$ cat src/rtl/idi_stream_arbiter.sv
// rtl/idi_stream_arbiter.sv - packet-granular round-robin arbiter merging N IDI source streams onto one bus
module idi_stream_arbiter #(
    parameter int N      = 4,
    parameter int DATA_W = 32,
    parameter int GAP    = 2
) (
    input  logic                clk,
    input  logic                rst,
    input  logic [N-1:0]        s_valid,
    input  logic [N-1:0]        s_sop,
    input  logic [N-1:0]        s_eop,
    input  logic [6*N-1:0]      s_dt,
    input  logic [2*N-1:0]      s_vc,
    input  logic [16*N-1:0]     s_wc,
    input  logic [DATA_W*N-1:0] s_data,
    output logic [N-1:0]        s_ready,
    output logic                m_valid,
    output logic                m_sop,
    output logic                m_eop,
    output logic [5:0]          m_dt,
    output logic [1:0]          m_vc,
    output logic [15:0]         m_wc,
    output logic [DATA_W-1:0]   m_data,
    input  logic                m_ready,
    output logic [$clog2(N)-1:0] grant_id,
    output logic                busy,
    output logic                len_err
);

    localparam int GW    = $clog2(N);
    localparam int BYTES = DATA_W / 8;
    localparam logic [GW:0] N_W      = (GW + 1)'(N);
    localparam logic [7:0]  GAP_LOAD = (GAP > 0) ? 8'(GAP - 1) : 8'd0;

    localparam logic [1:0] ST_IDLE = 2'd0;
    localparam logic [1:0] ST_XFER = 2'd1;
    localparam logic [1:0] ST_GAP  = 2'd2;

    logic [1:0]    state_q, state_d;
    logic [GW-1:0] rr_q, rr_d;
    logic [GW-1:0] grant_q, grant_d;
    logic [7:0]    gap_q, gap_d;
    logic [15:0]   beat_q, beat_d;
    logic [15:0]   exp_q, exp_d;
    logic          len_err_q, len_err_d;

    logic              g_valid, g_sop, g_eop;
    logic [5:0]        g_dt;
    logic [1:0]        g_vc;
    logic [15:0]       g_wc;
    logic [DATA_W-1:0] g_data;

    logic [N-1:0]   elig, rot;
    logic [2*N-1:0] elig2;
    logic [GW-1:0]  off, sel;
    logic [GW:0]    sel_sum, nxt_sum;
    logic           found, hs;
    logic [15:0]    cnt_inc, exp_now;

    // Short packets (dt < 0x10) carry a frame/line number in wc, so they always expect one beat.
    function automatic logic [15:0] expected_beats(input logic [5:0] dt, input logic [15:0] wc);
        logic [16:0] rounded;
        rounded = {1'b0, wc} + 17'(BYTES - 1);
        if (dt < 6'h10 || wc == 16'd0) return 16'd1;
        return 16'(rounded / 17'(BYTES));
    endfunction

    always_comb begin
        g_valid = 1'b0;
        g_sop   = 1'b0;
        g_eop   = 1'b0;
        g_dt    = '0;
        g_vc    = '0;
        g_wc    = '0;
        g_data  = '0;
        for (int k = 0; k < N; k++) begin
            if (grant_q == GW'(k)) begin
                g_valid = s_valid[k];
                g_sop   = s_sop[k];
                g_eop   = s_eop[k];
                g_dt    = s_dt[6*k +: 6];
                g_vc    = s_vc[2*k +: 2];
                g_wc    = s_wc[16*k +: 16];
                g_data  = s_data[DATA_W*k +: DATA_W];
            end
        end
    end

    assign m_valid = ~rst & (state_q == ST_XFER) & g_valid;
    assign m_sop   = m_valid & g_sop;
    assign m_eop   = m_valid & g_eop;
    assign m_dt    = g_dt;
    assign m_vc    = g_vc;
    assign m_wc    = g_wc;
    assign m_data  = g_data;
    assign hs      = m_valid & m_ready;

    // In IDLE only stray (non-SOP) beats are accepted so that they drain instead of blocking.
    always_comb begin
        s_ready = '0;
        if (!rst) begin
            if (state_q == ST_IDLE) begin
                s_ready = s_valid & ~s_sop;
            end else if (state_q == ST_XFER) begin
                for (int k = 0; k < N; k++) begin
                    s_ready[k] = (grant_q == GW'(k)) & m_ready;
                end
            end
        end
    end

    // Rotate the request vector so the search starts at rr_q, then take the lowest set bit.
    always_comb begin
        elig  = s_valid & s_sop;
        elig2 = {elig, elig} >> rr_q;
        rot   = elig2[N-1:0];
        found = |rot;
        off   = '0;
        for (int k = N - 1; k >= 0; k--) begin
            if (rot[k]) off = GW'(k);
        end
        sel_sum = {1'b0, rr_q} + {1'b0, off};
        if (sel_sum >= N_W) sel_sum = sel_sum - N_W;
        sel     = sel_sum[GW-1:0];
        nxt_sum = {1'b0, grant_q} + {{GW{1'b0}}, 1'b1};
        if (nxt_sum >= N_W) nxt_sum = '0;
    end

    always_comb begin
        state_d   = state_q;
        rr_d      = rr_q;
        grant_d   = grant_q;
        gap_d     = gap_q;
        beat_d    = beat_q;
        exp_d     = exp_q;
        len_err_d = 1'b0;
        cnt_inc   = (beat_q == 16'hFFFF) ? beat_q : beat_q + 16'd1;
        exp_now   = (beat_q == 16'd0) ? expected_beats(g_dt, g_wc) : exp_q;
        case (state_q)
            ST_IDLE: begin
                if (|(s_valid & ~s_sop)) len_err_d = 1'b1;
                if (found) begin
                    grant_d = sel;
                    state_d = ST_XFER;
                end
            end
            ST_XFER: begin
                if (hs) begin
                    if (beat_q == 16'd0) exp_d = exp_now;
                    if (beat_q != 16'd0 && g_sop) len_err_d = 1'b1;
                    if (g_eop) begin
                        if (beat_q == 16'hFFFF || cnt_inc != exp_now) len_err_d = 1'b1;
                        beat_d = '0;
                        rr_d   = nxt_sum[GW-1:0];
                        if (GAP > 0) begin
                            state_d = ST_GAP;
                            gap_d   = GAP_LOAD;
                        end else begin
                            state_d = ST_IDLE;
                        end
                    end else begin
                        beat_d = cnt_inc;
                    end
                end
            end
            ST_GAP: begin
                if (gap_q == 8'd0) state_d = ST_IDLE;
                else gap_d = gap_q - 8'd1;
            end
            default: state_d = ST_IDLE;
        endcase
    end

    always_ff @(posedge clk) begin
        if (rst) begin
            state_q   <= ST_IDLE;
            rr_q      <= '0;
            grant_q   <= '0;
            gap_q     <= '0;
            beat_q    <= '0;
            exp_q     <= '0;
            len_err_q <= 1'b0;
        end else begin
            state_q   <= state_d;
            rr_q      <= rr_d;
            grant_q   <= grant_d;
            gap_q     <= gap_d;
            beat_q    <= beat_d;
            exp_q     <= exp_d;
            len_err_q <= len_err_d;
        end
    end

    assign grant_id = grant_q;
    assign busy     = (state_q != ST_IDLE);
    assign len_err  = len_err_q;

endmodule
$ cat config.mk
export PLATFORM = sky130hd
export DESIGN_NAME = idi_stream_arbiter
export DESIGN_NICKNAME = d
export VERILOG_FILES = /design/src/rtl/idi_stream_arbiter.sv
export SDC_FILE = /design/constraint.sdc
export NUM_CORES = 1
export LEC_CHECK = 0
export BUFFER_PORTS_ARGS = -buffer_cell sky130_fd_sc_hd__buf_2
export CORE_MARGIN = 2
export CORE_UTILIZATION = 40
export CTS_BUF_LIST = sky130_fd_sc_hd__clkbuf_8
export DETAILED_ROUTE_END_ITERATION = 10
export GPL_ROUTABILITY_DRIVEN = 0
export GPL_TIMING_DRIVEN = 0
export PLACE_DENSITY = 0.76
export SYNTH_ARGS = -nofsm -noshare
export SYNTH_HDL_FRONTEND = slang
export SYNTH_SLANG_ARGS = --single-unit
export TNS_END_PERCENT = 50
$ cat constraint.sdc
create_clock -name clk -period 2.86 [get_ports clk]
set_input_delay 0.143 -clock clk [delete_from_list [all_inputs] [get_ports clk]]
set_output_delay 0.143 -clock clk [all_outputs]
set_load 0.01 [all_outputs]
==> flow_summary.ini <==
[grt]
grt_usage_pct = 33.8
grt_pass1_wl_mm = 38.7
grt_pass1_vias = 7205
grt-ovfl-total = 0
grt_antenna_before_repair = 5
grt_max_degree = 16

[synth]
syn_area_per_cell_um2 = 6.51
synth.ff_latch_count = 47
synth_cells = 839
ys_seq_area_share_pct = 17.2
synth_edf_count = 0
synth_warnings = 0
synth_async_sr_flop_share_pct = 0
syn_nets = 1087
ys_types = 80
syn-cell-area_mm2 = 0.00546
synth_ff_type = dfxtp_1

[power]
irDropWorstVdd_mv = 0.238
leakage_uw = 0.00369
total_power_uw = 3180
power_switching_uw = 1440
seqPwrFrac_pct = 21.6
p_clk_share_pct = 12.9
power_switching_share_pct = 45.3
combPwrFrac_pct = 65.5
p_int_uw = 1740
power.density_mw_per_mm2 = 379

[finish]
area_delta_synth_final_pct = 53.4
finalNetCount = 1450
final_common_cell = buf_2
post_route_cells_drive_above_1_share_pct = 42.3
mostFrequentLayoutCells = 310 x buf_2, 133 x nand2_1, 129 x nor2_1
fin_util_pct = 63.1

[detailed_routing]
dr_total_vias = 8100
maxUsedRoutingLayer = met4
wl_mm = 27.6
drc = 0
viasPerCell = 5.85
drtIter0Drc = 705
drt-wirelength-per-cell_um = 19.9
dr_wl_met2_mm = 13.1
wl_met1_mm = 10.3
met3WireLength_mm = 2.90
antenna_left = 0
drt_pass1_iterations = 5

[sta]
finalHoldViolations = 0
finalCritPeriodShare_pct = 112
finalSetupViolCount = 8
relSlewSlack_pct = 60.1
period_needed_ns = 3.19
tns_ns = -0.657
rsz0062_at_grt = yes
worst_pin_slew_ns = 0.599
drv_slew = 0
max_freq_ghz = 0.313
fin_ws_ns = -0.334
final.setup_skew_ns = 0.0101

[die]
rows = 42
design.die.area_mm2 = 0.0146
ios = 306
fp.dieW_um = 121
core_mm2 = 0.0133
initial_utilization_pct = 41.1
die_height_um = 121

[critical_path]
path_class = reg2reg
crit_path_end_kind = flop
worstReg2RegStart = grant_id[1]
rrSetupSlack_ns = -0.33
worstPathRequired_ns = 3.06
r2r_cells = 13
r2r_end = len_err
worstPathArrival_ns = 3.39
crit_path_max_fanout = 8
start_kind = flop

[placement]
portBuffers = 304
dp_hpwl_mm = 20.2

[clock_network]
h-tree-depth = 2
cts_buffer_depth = 2
cts-root-buf = clkbuf_8
clkTransAtPathRegs_ns = 0.10
cts-buffers-inserted = 5
tritoncts = built
clock_latency_ns = 0.31
clock_sinks = 47
ctsHoldBuffers = 0

[run_status]
violations = setup timing
status = finished with violations

[worst_hold_path]
hold_start = s_eop[3]
hold_class = in2reg
whs_endpoint = beat_q[2]
hold_depth = 4

[run]
max_cap_viol_count = 0
[synth_stat cells, types with 3 or more instances]
cell type / instances / area share [%]
xnor2_1: 24 / 3.8
a31oi_2: 5 / 1.1
inv_1: 15 / 1.0
nor4_1: 8 / 0.92
a211oi_1: 4 / 0.55
nand2b_1: 3 / 0.34
a221oi_1: 3 / 0.48
nand3_1: 17 / 1.6
a21oi_1: 113 / 10
clkbuf_1: 41 / 2.8
o31ai_1: 3 / 0.41
and4_1: 3 / 0.48
nor4_4: 4 / 1.6
buf_1: 5 / 0.34
and2_1: 6 / 0.69
nor2b_1: 11 / 1.3
nor2_1: 130 / 8.9
o22ai_1: 13 / 1.5
o21ai_0: 48 / 4.4
nor3_1: 25 / 2.3
o21a_1: 4 / 0.55
ha_1: 9 / 2.1
nand4_1: 10 / 1.1
o211ai_1: 5 / 0.69
dfxtp_1: 47 / 17
o22ai_2: 4 / 0.92
and3_1: 6 / 0.69
buf_2: 9 / 0.82
nand3b_1: 18 / 2.5
a21o_1: 5 / 0.69
a31oi_1: 7 / 0.80
a22oi_1: 14 / 1.9
xor2_1: 11 / 1.8
nand2_1: 135 / 9.3
buf_6: 5 / 1.0
a21oi_2: 8 / 1.3
or3_1: 3 / 0.34
[routing by layer]
layer | vias up | global-route usage, %
li1 | 3720 | -
met1 | 3760 | 42.0
met2 | 513 | 55.3
met3 | 107 | 9.45
met4 | 0 | 13.3
met5 | - | 0
[per-stage QoR]
step	setup WS [ns]	instance area (um2)	instances	hold WS (ns)
floorplan	0.000425	5550	839	0.427
global placement	-0.478	7300	1319	0.435
detailed placement	-0.486	7300	1319	0.461
CTS	-0.148	7950	1356	0.313
global route	-0.396	8380	1384	0.343
finish	-0.334	8380	1384	0.334
[kinds of logic (layout without fill, tap and decap cells)]
logic type / Yosys count / count (layout) / synth area share [%]
AOI/OAI and AO/OA: 263 / 263 / 31.5
other: 0 / 5 / 0
DFF: 47 / 47 / 17.2
and+or+nand+nor: 402 / 402 / 36.2
adders and majority gates: 11 / 11 / 2.43
buffers and inverters: 78 / 442 / 6.39
muxes: 3 / 3 / 0.572
xor gates and xnor gates: 35 / 35 / 5.61
[state kept, by name, summed over array words and instances, names as in the netlist]
name and cells:
grant_id 2, rr_q 2, len_err 1, gap_q 8
exp_q 16, beat_q 16, state_q 2
[power by group through the flow]
stage / Combinational [uW] / Sequential, uW / Clock [uW]
2_1_floorplan: 1020 / 697 / 0
3_3_place_gp: 1610 / 700 / 0
3_5_place_dp: 1620 / 701 / 0
4_1_cts: 1840 / 686 / 403
5_1_grt: 2210 / 689 / 436
6_report: 2080 / 687 / 409
[final cells by class]
type / count / area (um2)
Clock buffer: 5 / 68.8
Tap cell: 176 / 220
Timing Repair Buffer: 360 / 1980
Fill cell: 1215 / 4910
Buffer: 58 / 365
Inverter: 16 / 61.3
Clock inverter: 3 / 17.5
Multi-Input combinational cell: 714 / 4700
Sequential cell: 47 / 956
Antenna cell: 5 / 12.5
[what timing repair did]
item | in CTS | in global routing
pin swaps | 25 | 35
endpoints found under the setup margin | 71 | 66
resized for setup | 73 | 79
setup buffers | 29 | 27
[worst max-delay path, cell delays in order, from the launching register on]
cell and delay, ns:
dfxtp_4 0.38, buf_4 0.14, ha_4 0.18, or2_4 0.25, buf_12 0.15, a221oi_4 0.26
o22ai_4 0.18, nand3_4 0.17, xnor2_4 0.09, and2_4 0.15, a2111o_1 0.37, a2111oi_2 0.37
nand4_1 0.15, o21a_1 0.23
[worst max-delay path by stage]
stage          depth (start not counted)   startpoint  endpoint  slack, ns
2_1_floorplan                         13  grant_id[1]   len_err     0.0004
3_3_place_gp                          11    beat_q[0]   len_err      -0.48
3_5_place_dp                          13  grant_id[0]   len_err      -0.49
4_1_cts                               13  grant_id[0]   len_err      -0.15
5_1_grt                               15  grant_id[1]   len_err      -0.40
6_report                              13  grant_id[1]   len_err      -0.33
Note: power is estimated with default switching activity, not from simulation.
